**src/rtl/dm_copy_engine.sv**
```systemverilog
// Block copy / block fill initiator for the single-ported data memory.
// Copy alternates one read and one write per word; fill writes a constant every cycle.
module dm_copy_engine #(
  parameter int ADDR_W = 16,
  parameter int DATA_W = 16,
  parameter int LEN_W  = 10
) (
  input  logic              clk,
  input  logic              rst_n,
  input  logic              start,
  input  logic              mode,
  input  logic              abort,
  input  logic [ADDR_W-1:0] src_addr,
  input  logic [ADDR_W-1:0] dst_addr,
  input  logic [LEN_W-1:0]  len,
  input  logic [DATA_W-1:0] fill_data,
  output logic              busy,
  output logic              done,
  output logic              aborted,
  output logic [LEN_W-1:0]  words_done,
  output logic [ADDR_W-1:0] mem_addr,
  output logic              mem_re,
  output logic              mem_we,
  output logic [DATA_W-1:0] mem_wrt_data,
  input  logic [DATA_W-1:0] mem_rd_data
);

  // Handshake: start is a request taken only in IDLE; completion is reported by a
  // single-cycle done (normal) or aborted pulse, with busy low in that cycle.
  typedef enum logic [2:0] {S_IDLE, S_RD, S_WR, S_FILL, S_FIN} state_t;

  state_t            state_q, state_d;
  logic [ADDR_W-1:0] src_q, src_d, dst_q, dst_d, addr_d;
  logic [LEN_W-1:0]  rem_q, rem_d, wd_d;
  logic [DATA_W-1:0] wdata_d;
  logic              abort_fin;

  always_comb begin
    state_d   = state_q;
    src_d     = src_q;
    dst_d     = dst_q;
    rem_d     = rem_q;
    wd_d      = words_done;
    wdata_d   = mem_wrt_data;
    abort_fin = 1'b0;
    case (state_q)
      S_IDLE: begin
        if (start) begin
          wd_d = '0;
          if (len == '0) begin
            state_d = S_FIN;
          end else begin
            src_d   = src_addr;
            dst_d   = dst_addr;
            rem_d   = len;
            state_d = mode ? S_FILL : S_RD;
            // The fill value lives in the write-data register for the whole fill.
            if (mode) wdata_d = fill_data;
          end
        end
      end
      S_RD: begin
        wdata_d = mem_rd_data;
        src_d   = src_q + ADDR_W'(1);
        if (abort) begin
          state_d   = S_FIN;
          abort_fin = 1'b1;
        end else begin
          state_d = S_WR;
        end
      end
      S_WR, S_FILL: begin
        dst_d = dst_q + ADDR_W'(1);
        wd_d  = words_done + LEN_W'(1);
        rem_d = rem_q - LEN_W'(1);
        if (abort) begin
          state_d   = S_FIN;
          abort_fin = 1'b1;
        end else if (rem_q == LEN_W'(1)) begin
          state_d = S_FIN;
        end else begin
          state_d = (state_q == S_WR) ? S_RD : S_FILL;
        end
      end
      S_FIN:   state_d = S_IDLE;
      default: state_d = S_IDLE;
    endcase
  end

  // Address for the coming cycle; held when the memory is idle.
  always_comb begin
    addr_d = mem_addr;
    case (state_d)
      S_RD:         addr_d = src_d;
      S_WR, S_FILL: addr_d = dst_d;
      default:      addr_d = mem_addr;
    endcase
  end

  always_ff @(posedge clk or negedge rst_n) begin
    if (!rst_n) begin
      state_q      <= S_IDLE;
      src_q        <= '0;
      dst_q        <= '0;
      rem_q        <= '0;
      words_done   <= '0;
      mem_addr     <= '0;
      mem_wrt_data <= '0;
      mem_re       <= 1'b0;
      mem_we       <= 1'b0;
      busy         <= 1'b0;
      done         <= 1'b0;
      aborted      <= 1'b0;
    end else begin
      state_q      <= state_d;
      src_q        <= src_d;
      dst_q        <= dst_d;
      rem_q        <= rem_d;
      words_done   <= wd_d;
      mem_addr     <= addr_d;
      mem_wrt_data <= wdata_d;
      mem_re       <= (state_d == S_RD);
      mem_we       <= (state_d == S_WR) || (state_d == S_FILL);
      busy         <= (state_d == S_RD) || (state_d == S_WR) || (state_d == S_FILL);
      done         <= (state_d == S_FIN) && !abort_fin;
      aborted      <= (state_d == S_FIN) && abort_fin;
    end
  end

endmodule

```
**config.mk**
```make
export PLATFORM = sky130hd
export DESIGN_NAME = dm_copy_engine
export DESIGN_NICKNAME = d
export VERILOG_FILES = /design/src/rtl/dm_copy_engine.sv
export SDC_FILE = /design/constraint.sdc
export NUM_CORES = 1
export LEC_CHECK = 0
export CAP_MARGIN = 10
export CORE_MARGIN = 2
export CORE_UTILIZATION = 49
export CTS_CLUSTER_DIAMETER = 30
export DETAILED_ROUTE_END_ITERATION = 8
export GPL_TIMING_DRIVEN = 0
export PLACE_DENSITY = 0.87
export SYNTH_ARGS = -nofsm -noshare
export SYNTH_HDL_FRONTEND = slang
export SYNTH_SLANG_ARGS = --single-unit
```
**constraint.sdc**
```tcl
create_clock -name clk -period 2.7 [get_ports clk]
set_input_delay 0.405 -clock clk [delete_from_list [all_inputs] [get_ports clk]]
set_output_delay 0.405 -clock clk [all_outputs]
set_load 0.02 [all_outputs]
```
==> results of run 1 <==
registers in the layout, summed over array words and instances (netlist names):
signal,count
mem_addr,16
dst_q,16
state_q,3
rem_q,10
aborted,1
mem_we,1
mem_wrt_data,16
src_q,16
done,1
busy,1
mem_re,1
words_done,10
final cells by class:
cell class,instances,share of cell area [%]
clock buffer,12,2.245
tap,133,2.574
timing repair buffer,127,19.89
sequential,92,35.60
multi-input combinational,376,35.84
inverter,13,0.7933
clock inverter,4,0.7546
buffer,25,2.303
power by group:
group	total (mW)	internal [mW]	switching [mW]	leakage, nW
Sequential	2.57	2.01	0.558	1.13
Clock	0.937	0.453	0.484	0.100
Combinational	3.84	1.62	2.22	1.47
path summary, 6_finish.rpt:
check,slack [ns],depth (start not counted),endpoint,startpoint
max,0.15,7,mem_addr[1]$_DFFE_PN0P_,len[0]
min,0.46,2,mem_addr[14]$_DFFE_PN0P_,rst_n
max reg2reg,0.20,10,mem_addr[10]$_DFFE_PN0P_,rem_q[1]$_DFFE_PN0P_
min reg2reg,0.49,1,rem_q[9]$_DFFE_PN0P_,rem_q[9]$_DFFE_PN0P_
max in group asynchronous,1.59,3,mem_wrt_data[2]$_DFFE_PN0P_,rst_n
min in group clk,0.49,1,rem_q[9]$_DFFE_PN0P_,rem_q[9]$_DFFE_PN0P_
logic make-up (layout without fill, tap and decap cells):
| kind of cell | Yosys count | count (layout) | synth area share [%] |
|---|---|---|---|
| buffers and inverters | 38 | 181 | 4.154 |
| AND/OR/NAND/NOR | 195 | 195 | 20.04 |
| flip-flops | 92 | 92 | 47.77 |
| multiplexers | 19 | 19 | 3.946 |
| AO/OA/AOI/OAI | 154 | 154 | 22.25 |
| XOR/XNOR | 3 | 3 | 0.5453 |
| adder cells (fa/ha/maj) | 5 | 5 | 1.298 |
cells in the final DEF, fill, tap and decap left out, drive strengths merged, types with 5 or more instances in the layout:
cell,instances
a31oi,12
a211oi,8
nand3,29
clkdlybuf4s50,124
clkbuf,19
nor4,10
inv,13
mux2i,19
nand2,62
o2bb2ai,8
nor2,47
nor3,8
o211ai,7
and3,7
a21oi,16
buf,20
nand4,10
a221o,8
dfrtp,92
ha,5
o21ai,58
a21o,5
what timing repair did:
item,CTS,global route
gates resized for setup,0,0
setup buffers,0,0
hold buffers,1,0
endpoints found under the hold margin,20,0
stage by stage:
| stage | cell area (sq um) | power, mW | TNS (ns) |
|---|---|---|---|
| final | 6466 | 7.347 | 0 |
| after detailed placement | 6262 | 6.337 | -2.847 |
| after CTS | 6466 | 7.300 | 0 |
| after global placement | 6237 | 6.191 | -200.38 |
| after floorplan | 4820 | 4.843 | 0 |
| after global routing | 6466 | 7.805 | 0 |
metal layers:
layer	vias up	global-route usage, %	part of all wire (%)
li1	2156	-	-
met1	2252	36.31	41
met2	238	45.20	49
met3	30	4.099	7.7
met4	0	11.23	2.3
met5	-	0	0
==> results_dict.tcl, run 1 <==
set metrics [dict create \
    coreArea_sq_mm 0.009639 \
    hold_path_class "primary input to async pin" \
    fillers 815 \
    max_stage_delay_ns 0.62 \
    regArea_sq_mm 0.002302 \
    die_h_microns 103.2 \
    synth_edf_count 0 \
    clkLatencyLatePin_ns 0.37 \
    slew_headroom_pct 35.50 \
    cts_buffers 9 \
    status "completed" \
    dp.cells 765 \
    cts_tree "done" \
    final_nets 728 \
    peakVddDrop_mv 0.7820 \
    ys.flop_type "dfrtp_1" \
    drtPass1Iterations 5 \
    multiInputGateArea_sq_mm 0.002317 \
    syn-num-nets 590 \
    crit_slowest_cell "nor4_2" \
    die_w_microns 103.2 \
    grt_pass1_wl_microns 22440 \
    hold_ws_ns 0.4615 \
    area_growth_pct 34.16 \
    synth.top_cells.by_count "dfrtp_1, nand2_1, o21ai_0, nor2_1, nand3_1" \
    tightest_slew_ns 0.9654 \
    yosysMostFrequentCell "dfrtp_1" \
    finalNonFillerCells 782 \
    cts_root_buffer "clkbuf_8" \
    grt-ovfl-total 0 \
    path_delay_family "simple AND/OR/NAND/NOR gates" \
    yosysTopAreaCellShare_pct 47.77 \
    hold_viol 0 \
    synth_area_leaders "dfrtp_1, o21ai_0, nand2_1, mux2i_1, nor2_1" \
    grt_max_degree 73 \
    synthesis.area_sq_mm 0.004820 \
    critPathKind "primary input to register" \
    fmax_ghz 0.3919 \
    place_congestion 0.9363 \
    power_density_mw_per_mm2 1136 \
    syn_avg_cell_area_sq_um 9.525 \
    wl_per_cell_microns 18.40 \
    postLayoutCoreUtil_pct 67.08 \
    vias_per_cell 5.980 \
    num_vias 4676 \
    hpwl_microns 10460 \
    start_util_pct 50.00 \
    drc 0 \
    cp-end-kind "register" \
    crit_fanout 7 \
    synth_cell_type_count 70 \
    fin_crit_sh_pct 94.51 \
    grt_usage_pct 27.35 \
    grt_pass1_vias 4550 \
    ioPinCount 126 \
    clock_path_buffers 2 \
    wl_microns 14390 \
    maxSlewViolCount 0 \
    synth_area_leader_cell "dfrtp_1" \
    fin_skew_ns 0.01355 \
    dp_slack_ns -0.2182 \
    synthCells 506 \
    drt-initial-drc-count 376 \
    dieArea_sq_mm 0.01065 \
    worstPathRequired_ns 3.01 \
    ys_seq_area_share_pct 47.77 \
    ys_seq_elements 92 \
    startpoint_type "primary input" \
    antenna_found_initial 0 \
    clk_pin_slew_worst_paths_ns 0.09 \
    async_flop_share_pct 100.0 \
    rsz0062_at_grt "no" \
    cp_cell_sequence "clkdlybuf4s50_1 > nor4_2 > nand4b_1 > nand2_1 > a222oi_1 > a211oi_1 > a21o_1" \
    worst_slack_ns 0.1481 \
    drive_gt1_share_pct 8.012 \
    postRouteAntennaNets 0 \
    fin_crit_ns 2.552 \
    diodes 0 \
    rows 36 \
    power.leakage_nw 2.702 \
    yosys_warnings 0 \
    setup_viol 0 \
    io_buffers 125 \
    cts_sinks 92 \
    drv_cap 0 \
    htreeDepth 3 \
    cp.buffers_inverters 1 \
    cp.arrival_ns 2.86 \
]
Note: power is estimated with default switching activity, not from simulation.
==> inputs of run 2 (changes only) <==
--- a/config.mk
+++ b/config.mk
@@ -8,7 +8,7 @@
 export CAP_MARGIN = 10
 export CORE_MARGIN = 2
 export CORE_UTILIZATION = 49
-export CTS_CLUSTER_DIAMETER = 30
+export CTS_CLUSTER_DIAMETER = 40
 export DETAILED_ROUTE_END_ITERATION = 8
 export GPL_TIMING_DRIVEN = 0
 export PLACE_DENSITY = 0.87
==> results of run 2 <==
No change in the layout: final DEF, timing and power equal those of run 1.
==> inputs of run 3 (changes only) <==
--- a/config.mk
+++ b/config.mk
@@ -7,11 +7,12 @@
 export LEC_CHECK = 0
 export CAP_MARGIN = 10
 export CORE_MARGIN = 2
-export CORE_UTILIZATION = 49
+export CORE_UTILIZATION = 44
 export CTS_CLUSTER_DIAMETER = 40
 export DETAILED_ROUTE_END_ITERATION = 8
 export GPL_TIMING_DRIVEN = 0
-export PLACE_DENSITY = 0.87
+export PLACE_DENSITY = 0.83
+export SLEW_MARGIN = 30
 export SYNTH_ARGS = -nofsm -noshare
 export SYNTH_HDL_FRONTEND = slang
 export SYNTH_SLANG_ARGS = --single-unit
==> constraint.sdc (replaced) <==
create_clock -name clk -period 2.3 [get_ports clk]
set_input_delay 0.345 -clock clk [delete_from_list [all_inputs] [get_ports clk]]
set_output_delay 0.345 -clock clk [all_outputs]
set_load 0.02 [all_outputs]
==> run 3 against run 2 <==
Effect of this change:
- the run now ends with setup timing left
- count of clock-buffer cells in the layout down 2
- register-to-register slack worse by 0.25 ns
- routed wire length up 1.9%
- hold slack worse by 0.079 ns
- combinational power up 28%
- cell count up 2.7%
- via count up 1.5%
- critical path type is now register to register
- critical endpoint is now mem_addr[7]$_DFFE_PN0P_
==> results_dict.tcl, run 3 (synthesis results as in run 1) <==
set metrics [dict create \
    status "finished, violations left" \
    violations "setup timing" \
    drt-initial-drc-count 320 \
    path_delay_family "simple AND/OR/NAND/NOR gates" \
    io_buffers 125 \
    power_density_mw_per_mm2 1329 \
    cts_tree "done" \
    worstPathRequired_ns 2.56 \
    regArea_sq_mm 0.002308 \
    cp.arrival_ns 2.61 \
    vias_per_cell 5.913 \
    crit_fanout 10 \
    fillers 879 \
    htreeDepth 3 \
    hold_viol 0 \
    hold_path_class "primary input to async pin" \
    cp.buffers_inverters 3 \
    clock_path_buffers 2 \
    final_nets 742 \
    cp_cell_sequence "inv_2 > ha_4 > or4b_4 > nor4_4 > nand2_2 > a32oi_4 > inv_4 > buf_4 > o2bb2ai_1" \
    maxSlewViolCount 0 \
    startpoint_type "register" \
    tightest_slew_ns 0.6109 \
    num_vias 4748 \
    drtPass1Iterations 6 \
    drc 0 \
    grt_pass1_wl_microns 22680 \
    mostFrequentLayoutCell "clkdlybuf4s50_1" \
    peakVddDrop_mv 0.7792 \
    cts_sinks 92 \
    cts_buffers 9 \
    area_growth_pct 40.06 \
    crit_slowest_cell "or4b_4" \
    grt_pass1_vias 4562 \
    setup_viol 12 \
    fin_skew_ns 0.01290 \
    ioPinCount 126 \
    hpwl_microns 10390 \
    fin_crit_ns 2.353 \
    multiInputGateArea_sq_mm 0.002422 \
    postRouteAntennaNets 0 \
    clk_pin_slew_worst_paths_ns 0.10 \
    grt_usage_pct 24.87 \
    place_congestion 0.8809 \
    fmax_ghz 0.4249 \
    worst_slack_ns -0.05344 \
    rows 38 \
    drive_gt1_share_pct 13.57 \
    cp-end-kind "register" \
    finalNonFillerCells 803 \
    wl_microns 14670 \
    critPathKind "register to register" \
    diodes 0 \
    antenna_found_initial 0 \
    hold_ws_ns 0.3823 \
    rsz0062_at_grt "yes" \
    start_util_pct 44.85 \
    die_h_microns 108.7 \
    power.leakage_nw 2.823 \
    grt-ovfl-total 0 \
    fin_crit_sh_pct 102.3 \
    final_cell_mix "clkdlybuf4s50_1, dfrtp_1, nand2_1, o21ai_0, nor2_1" \
    wl_per_cell_microns 18.26 \
    cts_root_buffer "clkbuf_8" \
    power.total_mw 8.970 \
    drv_cap 0 \
    die_w_microns 108.7 \
    dieArea_sq_mm 0.01181 \
    dp.cells 772 \
    slew_headroom_pct 59.27 \
    coreArea_sq_mm 0.01075 \
    clkLatencyLatePin_ns 0.37 \
    max_stage_delay_ns 0.46 \
    grt_max_degree 71 \
]
[run 3: cell types whose count changed in the layout (fill, tap and decap cells not counted), sizes merged]
cell	delta
dlygate4sd2	+1
inv	+1
clkinvlp	+2
clkdlybuf4s50	-1
buf	+12
bufinv	-1
[run 3: cell type report]
class                      instances  share of cell area [%]
clock buffer                      10                   2.039
multi-input combinational        376                   35.89
clock inverter                     6                  0.5746
inverter                          13                  0.7600
tap                              140                   2.595
buffer                            24                   2.669
timing repair buffer             142                   21.28
sequential                        92                   34.20
[run 3: power by group]
| group | internal [mW] | leakage, nW | switching (mW) |
|---|---|---|---|
| Combinational | 2.18 | 1.61 | 2.72 |
| Sequential | 2.37 | 1.12 | 0.683 |
| Clock | 0.421 | 0.0885 | 0.597 |
[run 3: metal layers]
| layer | global-route usage, % | up-vias | routed length, microns |
|---|---|---|---|
| met5 | 0 | - | 0 |
| met3 | 3.108 | 40 | 1091 |
| met2 | 40.09 | 244 | 7000 |
| met1 | 32.44 | 2276 | 6010 |
| li1 | - | 2188 | - |
| met4 | 14.10 | 0 | 563 |
[run 3: path summary, 6_finish.rpt]
path / start / endpoint / slack (ns) / cells after the start
worst max register to register: rem_q[1]$_DFFE_PN0P_ / mem_addr[7]$_DFFE_PN0P_ / -0.05 / 9
worst max-delay path: rem_q[1]$_DFFE_PN0P_ / mem_addr[7]$_DFFE_PN0P_ / -0.05 / 9
worst min register to register: words_done[9]$_DFFE_PN0P_ / words_done[9]$_DFFE_PN0P_ / 0.50 / 1
min in group clk: words_done[9]$_DFFE_PN0P_ / words_done[9]$_DFFE_PN0P_ / 0.50 / 1
worst min-delay path: rst_n / dst_q[12]$_DFF_PN0_ / 0.38 / 2
max in group asynchronous: rst_n / state_q[2]$_DFF_PN0_ / 1.29 / 3
[run 3: per-stage QoR]
step	setup WS (ns)	TNS, ns	utilization (%)	area (sq um)
2_1_floorplan	0.1675	0	-	4820
6_report	-0.05344	-0.4486	62.82	6750
3_5_place_dp	-0.6195	-23.06	58.40	6275
4_1_cts	0.001806	0	60.97	6551
3_3_place_gp	-2.489	-248.89	58.13	6246
5_1_grt	-0.1626	-1.869	62.82	6750
[run 3: timing repair]
item	4_1_cts	5_1_grt
resized for setup	16	24
pin swaps	2	6
hold endpoints to repair	22	0
setup buffers	4	9
setup endpoints to repair	27	30
gates cloned	0	2
hold buffers	1	0
